--- src/rtl/store_commit_queue_pkg.sv ---
// Shared types for the store commit queue: exception record, queue entry and FSM encoding.
package store_commit_queue_pkg;

  localparam int SQ_ADDR_W = 32;

  typedef struct packed {
    logic                 ex;
    logic [4:0]           exccode;
    logic [SQ_ADDR_W-1:0] badvaddr;
    logic                 tlb_refill;
  } exception_t;

  typedef struct packed {
    logic [SQ_ADDR_W-1:0] addr;
    logic [SQ_ADDR_W-1:0] wdata;
    logic [3:0]           wstrb;
    logic [1:0]           size;
  } sq_entry_t;

  typedef logic [2:0] sq_state_t;

  localparam sq_state_t SQ_IDLE  = 3'd0;
  localparam sq_state_t SQ_REQ   = 3'd1;
  localparam sq_state_t SQ_RESP  = 3'd2;
  localparam sq_state_t SQ_DONE  = 3'd3;
  localparam sq_state_t SQ_DRAIN = 3'd4;

  localparam logic [4:0] EXCCODE_MOD  = 5'h01;
  localparam logic [4:0] EXCCODE_TLBL = 5'h02;
  localparam logic [4:0] EXCCODE_TLBS = 5'h03;
  localparam logic [4:0] EXCCODE_ADEL = 5'h04;
  localparam logic [4:0] EXCCODE_ADES = 5'h05;

endpackage

--- src/rtl/store_commit_queue_if.sv ---
// Dcache write port between the store commit queue (master) and the dcache (slave).
interface store_commit_queue_if #(parameter int ADDR_W = 32);
  logic              dc_req;
  logic [ADDR_W-1:0] dc_addr;
  logic [ADDR_W-1:0] dc_wdata;
  logic [3:0]        dc_wstrb;
  logic [1:0]        dc_size;
  logic              dc_addr_ok;
  logic              dc_ex;
  logic [4:0]        dc_exccode;
  logic              dc_tlb_refill;
  logic              dc_data_ok;

  modport master (
    output dc_req, dc_addr, dc_wdata, dc_wstrb, dc_size,
    input  dc_addr_ok, dc_ex, dc_exccode, dc_tlb_refill, dc_data_ok
  );

  modport slave (
    input  dc_req, dc_addr, dc_wdata, dc_wstrb, dc_size,
    output dc_addr_ok, dc_ex, dc_exccode, dc_tlb_refill, dc_data_ok
  );
endinterface

--- src/rtl/store_commit_queue_sq_fifo.sv ---
// Generic circular buffer of store entries with flush; storage itself is never reset.
module sq_fifo
  import store_commit_queue_pkg::*;
#(
  parameter int SQ_DEPTH = 4
) (
  input  logic      clk,
  input  logic      reset,
  input  logic      flush,
  input  logic      enq,
  input  sq_entry_t enq_data,
  input  logic      deq,
  output sq_entry_t head_data,
  output logic      full,
  output logic      empty
);

  localparam int PTR_W = $clog2(SQ_DEPTH);
  localparam logic [PTR_W:0] DEPTH_C = (PTR_W+1)'(SQ_DEPTH);

  sq_entry_t        mem [SQ_DEPTH];
  logic [PTR_W-1:0] head;
  logic [PTR_W-1:0] tail;
  logic [PTR_W:0]   count;

  // Pointers wrap naturally because SQ_DEPTH is a power of two.
  always_ff @(posedge clk) begin
    if (reset || flush) begin
      head  <= '0;
      tail  <= '0;
      count <= '0;
    end else begin
      if (enq) tail <= tail + PTR_W'(1);
      if (deq) head <= head + PTR_W'(1);
      case ({enq, deq})
        2'b10:   count <= count + (PTR_W+1)'(1);
        2'b01:   count <= count - (PTR_W+1)'(1);
        default: count <= count;
      endcase
    end
  end

  always_ff @(posedge clk) begin
    if (enq) mem[tail] <= enq_data;
  end

  assign head_data = mem[head];
  assign full      = (count == DEPTH_C);
  assign empty     = (count == '0);

endmodule

--- src/rtl/store_commit_queue.sv ---
// Holds executed stores in program order and writes the oldest one to the dcache only when commit asks.
module store_commit_queue
  import store_commit_queue_pkg::*;
#(
  parameter int SQ_DEPTH = 4,
  parameter int ADDR_W   = 32
) (
  input  logic                    clk,
  input  logic                    reset,
  input  logic                    flush,
  input  logic                    sq_enq_valid,
  output logic                    sq_enq_ready,
  input  logic [ADDR_W-1:0]       sq_enq_addr,
  input  logic [ADDR_W-1:0]       sq_enq_wdata,
  input  logic [3:0]              sq_enq_wstrb,
  input  logic [1:0]              sq_enq_size,
  input  logic                    commit_store_valid,
  output logic                    commit_store_ready,
  output exception_t              commit_store_ex,
  store_commit_queue_if.master    dc,
  output logic                    sq_empty
);

  sq_state_t  state;
  sq_state_t  state_nx;
  sq_entry_t  enq_entry;
  sq_entry_t  head;
  logic       fifo_full;
  logic       fifo_empty;
  logic       enq;
  logic       deq;
  logic       ex_flag;
  logic [4:0] ex_code;
  logic       ex_refill;

  assign enq_entry = '{addr: sq_enq_addr, wdata: sq_enq_wdata,
                       wstrb: sq_enq_wstrb, size: sq_enq_size};

  // Flush outranks both enqueue and the DONE dequeue; the fifo clears itself on flush.
  assign sq_enq_ready = !fifo_full && (state != SQ_DRAIN);
  assign enq          = sq_enq_valid && sq_enq_ready && !flush;
  assign deq          = (state == SQ_DONE) && !flush;

  sq_fifo #(.SQ_DEPTH(SQ_DEPTH)) u_fifo (
    .clk       (clk),
    .reset     (reset),
    .flush     (flush),
    .enq       (enq),
    .enq_data  (enq_entry),
    .deq       (deq),
    .head_data (head),
    .full      (fifo_full),
    .empty     (fifo_empty)
  );

  always_ff @(posedge clk) begin
    if (reset) state <= SQ_IDLE;
    else       state <= state_nx;
  end

  // Every path into DONE passes through an address acceptance, so this capture is always fresh.
  always_ff @(posedge clk) begin
    if (state == SQ_REQ && dc.dc_addr_ok) begin
      ex_flag   <= dc.dc_ex;
      ex_code   <= dc.dc_exccode;
      ex_refill <= dc.dc_tlb_refill;
    end
  end

  always_comb begin
    state_nx = state;
    case (state)
      SQ_IDLE:
        if (commit_store_valid && !flush && !fifo_empty) state_nx = SQ_REQ;
      SQ_REQ:
        if (dc.dc_addr_ok) begin
          // An accepted write must finish its data phase even when flushed; a faulting one has none.
          if (flush) state_nx = dc.dc_ex ? SQ_IDLE : SQ_DRAIN;
          else       state_nx = dc.dc_ex ? SQ_DONE : SQ_RESP;
        end else if (flush) begin
          state_nx = SQ_IDLE;
        end
      SQ_RESP:
        if (flush)               state_nx = dc.dc_data_ok ? SQ_IDLE : SQ_DRAIN;
        else if (dc.dc_data_ok)  state_nx = SQ_DONE;
      SQ_DONE:
        state_nx = SQ_IDLE;
      SQ_DRAIN:
        if (dc.dc_data_ok) state_nx = SQ_IDLE;
      default:
        state_nx = SQ_IDLE;
    endcase
  end

  assign dc.dc_req   = (state == SQ_REQ) && !flush;
  assign dc.dc_addr  = head.addr;
  assign dc.dc_wdata = head.wdata;
  assign dc.dc_wstrb = head.wstrb;
  assign dc.dc_size  = head.size;

  assign commit_store_ready = (state == SQ_DONE) && !flush;
  assign sq_empty           = fifo_empty;

  always_comb begin
    commit_store_ex = '0;
    if (commit_store_ready && ex_flag) begin
      commit_store_ex.ex         = 1'b1;
      commit_store_ex.exccode    = ex_code;
      commit_store_ex.badvaddr   = head.addr;
      commit_store_ex.tlb_refill = ex_refill;
    end
  end

endmodule

--- src/flat_wrapper.sv ---
// flat-port wrapper written by rule: the top's interface ports become plain ports
module store_commit_queue_flat import store_commit_queue_pkg::*;
#(
  parameter int SQ_DEPTH = 4,
  parameter int ADDR_W   = 32
)
  (clk, reset, flush, sq_enq_valid, sq_enq_ready, sq_enq_addr, sq_enq_wdata, sq_enq_wstrb, sq_enq_size, commit_store_valid, commit_store_ready, commit_store_ex, sq_empty, dc_dc_req, dc_dc_addr, dc_dc_wdata, dc_dc_wstrb, dc_dc_size, dc_dc_addr_ok, dc_dc_ex, dc_dc_exccode, dc_dc_tlb_refill, dc_dc_data_ok);
  store_commit_queue_if #(.ADDR_W(ADDR_W)) dc_i ();
  input  logic clk;
  input  logic reset;
  input  logic flush;
  input  logic sq_enq_valid;
  output logic sq_enq_ready;
  input  logic [ADDR_W-1:0] sq_enq_addr;
  input  logic [ADDR_W-1:0] sq_enq_wdata;
  input  logic [3:0] sq_enq_wstrb;
  input  logic [1:0] sq_enq_size;
  input  logic commit_store_valid;
  output logic commit_store_ready;
  output exception_t commit_store_ex;
  output logic sq_empty;
  output wire logic [$bits(dc_i.dc_req)-1:0] dc_dc_req;
  output wire logic [$bits(dc_i.dc_addr)-1:0] dc_dc_addr;
  output wire logic [$bits(dc_i.dc_wdata)-1:0] dc_dc_wdata;
  output wire logic [$bits(dc_i.dc_wstrb)-1:0] dc_dc_wstrb;
  output wire logic [$bits(dc_i.dc_size)-1:0] dc_dc_size;
  input wire logic [$bits(dc_i.dc_addr_ok)-1:0] dc_dc_addr_ok;
  input wire logic [$bits(dc_i.dc_ex)-1:0] dc_dc_ex;
  input wire logic [$bits(dc_i.dc_exccode)-1:0] dc_dc_exccode;
  input wire logic [$bits(dc_i.dc_tlb_refill)-1:0] dc_dc_tlb_refill;
  input wire logic [$bits(dc_i.dc_data_ok)-1:0] dc_dc_data_ok;
  assign dc_dc_req = dc_i.dc_req;
  assign dc_dc_addr = dc_i.dc_addr;
  assign dc_dc_wdata = dc_i.dc_wdata;
  assign dc_dc_wstrb = dc_i.dc_wstrb;
  assign dc_dc_size = dc_i.dc_size;
  assign dc_i.dc_addr_ok = dc_dc_addr_ok;
  assign dc_i.dc_ex = dc_dc_ex;
  assign dc_i.dc_exccode = dc_dc_exccode;
  assign dc_i.dc_tlb_refill = dc_dc_tlb_refill;
  assign dc_i.dc_data_ok = dc_dc_data_ok;
  store_commit_queue #(.SQ_DEPTH(SQ_DEPTH), .ADDR_W(ADDR_W)) u_core (.clk(clk), .reset(reset), .flush(flush), .sq_enq_valid(sq_enq_valid), .sq_enq_ready(sq_enq_ready), .sq_enq_addr(sq_enq_addr), .sq_enq_wdata(sq_enq_wdata), .sq_enq_wstrb(sq_enq_wstrb), .sq_enq_size(sq_enq_size), .commit_store_valid(commit_store_valid), .commit_store_ready(commit_store_ready), .commit_store_ex(commit_store_ex), .dc(dc_i), .sq_empty(sq_empty));
endmodule
--- config.mk ---
export PLATFORM = sky130hd
export DESIGN_NAME = store_commit_queue_flat
export DESIGN_NICKNAME = d
export VERILOG_FILES = /design/src/rtl/store_commit_queue_pkg.sv /design/src/rtl/store_commit_queue_if.sv /design/src/rtl/store_commit_queue_sq_fifo.sv /design/src/rtl/store_commit_queue.sv /design/src/flat_wrapper.sv
export SDC_FILE = /design/constraint.sdc
export NUM_CORES = 1
export LEC_CHECK = 0
export BUFFER_PORTS_ARGS = -buffer_cell sky130_fd_sc_hd__buf_2
export CAP_MARGIN = 20
export CORE_MARGIN = 10
export CORE_UTILIZATION = 51
export DETAILED_ROUTE_END_ITERATION = 16
export PLACE_DENSITY = 0.71
export SYNTH_ARGS = -nofsm -noshare
export SYNTH_HDL_FRONTEND = slang
export SYNTH_SLANG_ARGS = --single-unit
--- constraint.sdc ---
create_clock -name clk -period 4.4 [get_ports clk]
set_clock_uncertainty 0.2 [all_clocks]
set_input_delay 0.44 -clock clk [delete_from_list [all_inputs] [get_ports clk]]
set_output_delay 0.44 -clock clk [all_outputs]
set_load 0.02 [all_outputs]
-- After elaboration in Yosys (flattened, before gate mapping)
Memories as Yosys holds them, arrays and structs flattened. A register that Yosys moved wholly into a read port is not among the register bits.
Cells that the tools add are included.
- memories: 1
- register bits: 17
- output and inout bits: 113
- logic and storage cells: 58
- bits of input ports: 84
- memory bits (writable): 280
- equal/unequal tests: 12
- muxes and demuxes: 17
- reduce and logical (&&, ||, !) cells: 17
- $add $sub $neg: 4
- memories (name ; words ; width ; read ports ; clocked after memory_dff ; write ports ; RTL line ; text):
    u_core.u_fifo.mem ; 4 ; 70 ; 1 ; 1 ; 1 ; store_commit_queue_sq_fifo.sv:21 ; sq_entry_t mem [SQ_DEPTH];
- operators by type and width (cell ; number):
    2-to-1 mux 39 bit ; 1
    2-to-1 mux 3 bit ; 9
    one-hot mux 3 bit (4 select lines) ; 1
    logical AND 1 bit ; 9
    inequality test 3 bit (second input constant) ; 3
    equality test 3 x 2 -> 1 bit (second input constant) ; 2
    equality test 3 bit (second input constant) ; 2
    zero test 3 bit ; 2
    one-hot mux 3 bit (2 select lines) ; 1
    adder 2 x 1 -> 2 bit (second input constant) ; 2
    2-to-1 mux 2 bit ; 2
    AND reduction 4 bit ; 1
    adder 3 x 1 -> 3 bit (second input constant) ; 1
    equality test 3 x 1 -> 1 bit (second input constant) ; 1
    zero test 1 bit ; 3
    2-to-1 mux 1 bit ; 3
    subtractor 3 x 1 -> 3 bit (second input constant) ; 1
    equality test 2 x 1 -> 1 bit (second input constant) ; 1
    equality test 2 bit (second input constant) ; 1
    inequality test 2 x 1 -> 1 bit (second input constant) ; 1
    inequality test 2 bit (second input constant) ; 1
    nonzero test 2 bit ; 1
    logical OR 1 bit ; 1

-- Logic depth before layout (Yosys ltp)
- depth after elaboration: 7
- mapped depth: 9

-- Hierarchy
From an unflattened synthesis, not the netlist that was laid out.
- cell total of the unflattened synthesis: 501
- area, all modules: 11378.4 sq um
- modules (own cells, without submodules) (module ; sequential area each (sq um) ; area each (sq um) ; times used ; cells each):
    sq_fifo ; 8588.2 ; 10615.2 ; 1 ; 414
    store_commit_queue ; 270.3 ; 763.2 ; 1 ; 87

-- Worst setup path before layout
Ideal clock, no wire load.
- kind: flip-flop to flip-flop
- from: register u_core.state[2]
- to: memory u_core.u_fifo.mem[3][0] (netlist name), enable pin
- path slack: 1.127 ns
- clock period less this slack: 3.273 ns
- arrival time: 2.639 ns
- stages on the path, launching flop included: 4
- cells stage by stage: dfxtp_1 -> nor3b_2 -> nor2_1 -> and4_1
- longest elaborated chain between the ends: 6
- RTL lines (what ; RTL line ; text):
    from (decl) ; store_commit_queue.sv:24 ; sq_state_t state;
    from (signal assigned) ; store_commit_queue.sv:58 ; else state <= state_nx;
    inequality test 3 bit ; store_commit_queue.sv:40 ; assign sq_enq_ready = !fifo_full && (state != SQ_DRAIN);
    logical AND 1 bit ; store_commit_queue.sv:40 ;
    via sq_enq_ready ; flat_wrapper.sv:13 ; output logic sq_enq_ready;
    logical AND 1 bit (2 in a row) ; store_commit_queue.sv:41 ; assign enq = sq_enq_valid && sq_enq_ready && !flush;
    2-to-1 mux 1 bit ; store_commit_queue_sq_fifo.sv:44 ; if (enq) mem[tail] <= enq_data;
    2-to-1 mux 1 bit (implied by the code) ; store_commit_queue_sq_fifo.sv:44 ;
    to (decl) ; store_commit_queue_sq_fifo.sv:21 ;
The timed path passes the listed nets, and every way through them passes these cells.

==> flow_summary.yaml <==
outcome:
  status: "complete, no violations"
global_routing:
  grt_pass1_vias: 6520
  antenna_found_initial: 1
  grt_usage_pct: 15.9
  grt_pass1_wl_mm: 36.3
  grt-ovfl-total: 0
  grt_max_degree: 71
yosys:
  yosys.area_share.simple_pct: 4.22
  syn_avg_cell_area_um2: 22.7
  ys_ff_latch: 299
  synthAdderAreaFrac_pct: 0.727
  synth-edff-count: 287
  synthMuxAreaShare_pct: 14.0
  synthFlopType: "edfxtp_1"
  synth_fp_nets: 591
  netlist_area_um2: 11400
  synth_top_family_by_area: "multiplexers"
  ys_async_sr_fraction_pct: 0
  ys_seq_area_share_pct: 78.0
  synth_xor_area_share_pct: 0.308
  synth_compound_area_share_pct: 0.782
  syn_inst: 501
  yosysWarningCount: 0
  ys_types: 41
timing:
  rsz0062_at_grt: "false"
  whs_ns: 0.0637
  worst_pin_slew_ns: 1.06
  drv_slew: 0
  fin_crit_ns: 3.35
  max_freq_ghz: 0.298
  hold_violations: 0
  fin_setup_tns_ns: 0
  fin_crit_sh_pct: 76.1
  slew_headroom_pct: 29.1
  setup_viol: 0
power:
  vdd_drop_max_v: 0.000286
  leakagePower_nw: 5.07
  total_power_w: 0.00597
  powerDensity_nw_per_um2: 415
cts:
  clk_latency_ns: 0.53
  clk_pin_slew_ns: 0.06
  cts_max_level: 1
  cts.path.max_buffers: 3
  cts.sinks: 299
  cts_setup_buffers: 0
  numCtsBuffers: 30
  cts_tree: "done"
  clockRootBuffer: "clkbuf_16"
die:
  die_y_um: 169
  core_area_um2: 21900
  io_pins: 197
  initial_core_util_pct: 51.9
  dieWidth_um: 169
  row_count: 54
  dieArea_um2: 28600
finish:
  area_delta_synth_final_pct: 26.8
  fin_area_um2: 14400
  fin_nets: 880
  drive_gt1_share_pct: 39.9
  fillers: 1468
placed_design:
  place.gp.congestion: 0.795
  portBuffers: 196
  place_area_um2: 12500
  hpwl_mm: 14.2
detailed_routing:
  wl_per_cell_um: 21.2
  num_vias: 5835
  drt_iter0_drc: 415
  route.detailed.drc: 0
  postRouteAntennaNets: 0
  via_per_inst: 5.33
  routed_wl_mm: 23.3
  first_pass_iters: 6
setup_path:
  worstSetupPathType: "reg -> out"
  worstPathRequired_ns: 3.76
  cp-end-kind: "output pin"
  cp-start-kind: "register"
  arrival_ns: 2.71
  path_max_fanout: 34
min_path:
  hp-class: "in -> reg"
flow_run:
  drv_cap: 0
cell families (layout without fill, tap and decap cells):
| logic type | after synthesis | in the layout |
|---|---|---|
| DFF | 299 | 299 |
| and+or+nand+nor | 74 | 74 |
| muxes | 71 | 71 |
| buffers and inverters | 33 | 346 |
| AOI/OAI and AO/OA | 14 | 14 |
| adders and majority gates | 6 | 6 |
| xor gates and xnor gates | 4 | 4 |
| other | 0 | 1 |
cells in the final DEF (no fill, tap or decap), types with 2 or more instances in the layout:
| master | netlist | final |
|---|---|---|
| clkinv_2 | 0 | 4 |
| xor2_1 | 4 | 4 |
| ha_1 | 5 | 5 |
| and2_1 | 42 | 39 |
| inv_1 | 10 | 10 |
| dlygate4sd3_1 | 0 | 78 |
| a21oi_1 | 6 | 6 |
| buf_4 | 1 | 3 |
| o21ai_0 | 2 | 2 |
| clkbuf_16 | 0 | 31 |
| nor2_1 | 8 | 8 |
| and2_4 | 0 | 3 |
| mux4_2 | 69 | 69 |
| buf_2 | 11 | 196 |
| bufinv_16 | 0 | 3 |
| nor3_1 | 2 | 2 |
| or4_1 | 2 | 2 |
| clkbuf_8 | 0 | 5 |
| edfxtp_1 | 287 | 287 |
| dfxtp_4 | 0 | 2 |
| clkinv_1 | 0 | 4 |
| buf_16 | 0 | 2 |
| nor3b_2 | 2 | 2 |
| clkbuf_1 | 3 | 8 |
| o31ai_1 | 3 | 3 |
| dfxtp_1 | 12 | 10 |
| or3_1 | 2 | 2 |
| nor2b_1 | 2 | 2 |
critical path: stages, from the launching register on:
cell     delay, ns
dfxtp_4       0.80
buf_4         0.53
mux4_2        0.61
buf_2         0.19
power by group:
part / internal [W] / switching, W / total, W
Clock: 0.00155 / 0.000983 / 0.00253
Sequential: 0.00317 / 0.0000121 / 0.00318
Combinational: 0.000126 / 0.000142 / 0.000269
Total: 0.00484 / 0.00114 / 0.00597
through the flow:
stage / setup WS, ns / utilization, % / cells
global placement: 1.57 / 57.3 / 957
global route: 0.812 / 65.8 / 1095
CTS: 0.932 / 65.5 / 1091
floorplan: 1.13 / - / 501
finish: 1.05 / 65.8 / 1095
detailed placement: 1.44 / 57.3 / 957
layer usage:
layer  vias up  wire (µm)  GRT usage, %  share of wire (%)
met5         -          0             0                  0
met4         0        277          3.15                1.2
met3        29       1640          3.98                7.1
met2       208      12100          27.4                 52
met1      2957       9280          20.1                 40
li1       2641          -             -                  -
what timing repair did:
action	CTS	global route
resized for setup	0	0
hold buffers	78	0
endpoints found under the hold margin	288	0
area by class of cell:
type                       count  area, µm²  share of cell area, %
sequential                   299       8870                   61.5
inverter                      10       37.5                  0.260
clock inverter                12        134                  0.929
timing repair buffer         280       1860                   12.9
antenna                        1       2.50                 0.0174
multi-input combinational    169       2290                   15.9
tap                          280        350                   2.43
clock buffer                  44        875                   6.07
final timing paths:
kind | startpoint | end | slack, ns | cells past startpoint
max reg2reg | u_core.state[1]$_SDFFE_PP0P_ | u_core.u_fifo.mem[2][29]$_DFFE_PP_ | 1.47 | 3
max | register | dc_dc_wstrb[3] | 1.05 | 3
min reg2reg | u_core.u_fifo.count[2]$_SDFFE_PP0P_ | u_core.u_fifo.count[2]$_SDFFE_PP0P_ | 0.30 | 2
min | dc_dc_data_ok | u_core.state[2]$_SDFFE_PP0P_ | 0.06 | 3
cell usage after synthesis, types with 2 or more instances:
library cell	instances	area share, %
mux4_2	69	14
xor2_1	4	0.31
or3_1	2	0.11
inv_1	10	0.33
buf_6	5	0.50
nor3_1	2	0.088
nor2_1	8	0.26
dfxtp_1	12	2.1
buf_12	3	0.53
nor2b_1	2	0.11
o21ai_0	2	0.088
edfxtp_1	287	76
ha_1	5	0.55
or4_1	2	0.13
clkbuf_1	3	0.099
buf_2	11	0.48
and2_1	42	2.3
a21oi_1	6	0.26
o31ai_1	3	0.20
nor3b_2	2	0.22
sequential cells by signal, indices dropped and copies added, names as in the netlist, named ones only:
signal,flops
u_core.ex_refill,1
u_core.u_fifo.tail,2
u_core.ex_flag,1
u_core.u_fifo.head,2
u_core.ex_code,5
u_core.u_fifo.count,3
u_core.state,3
u_core.u_fifo.mem,280
No activity file was read; power rests on OpenSTA's default activity.
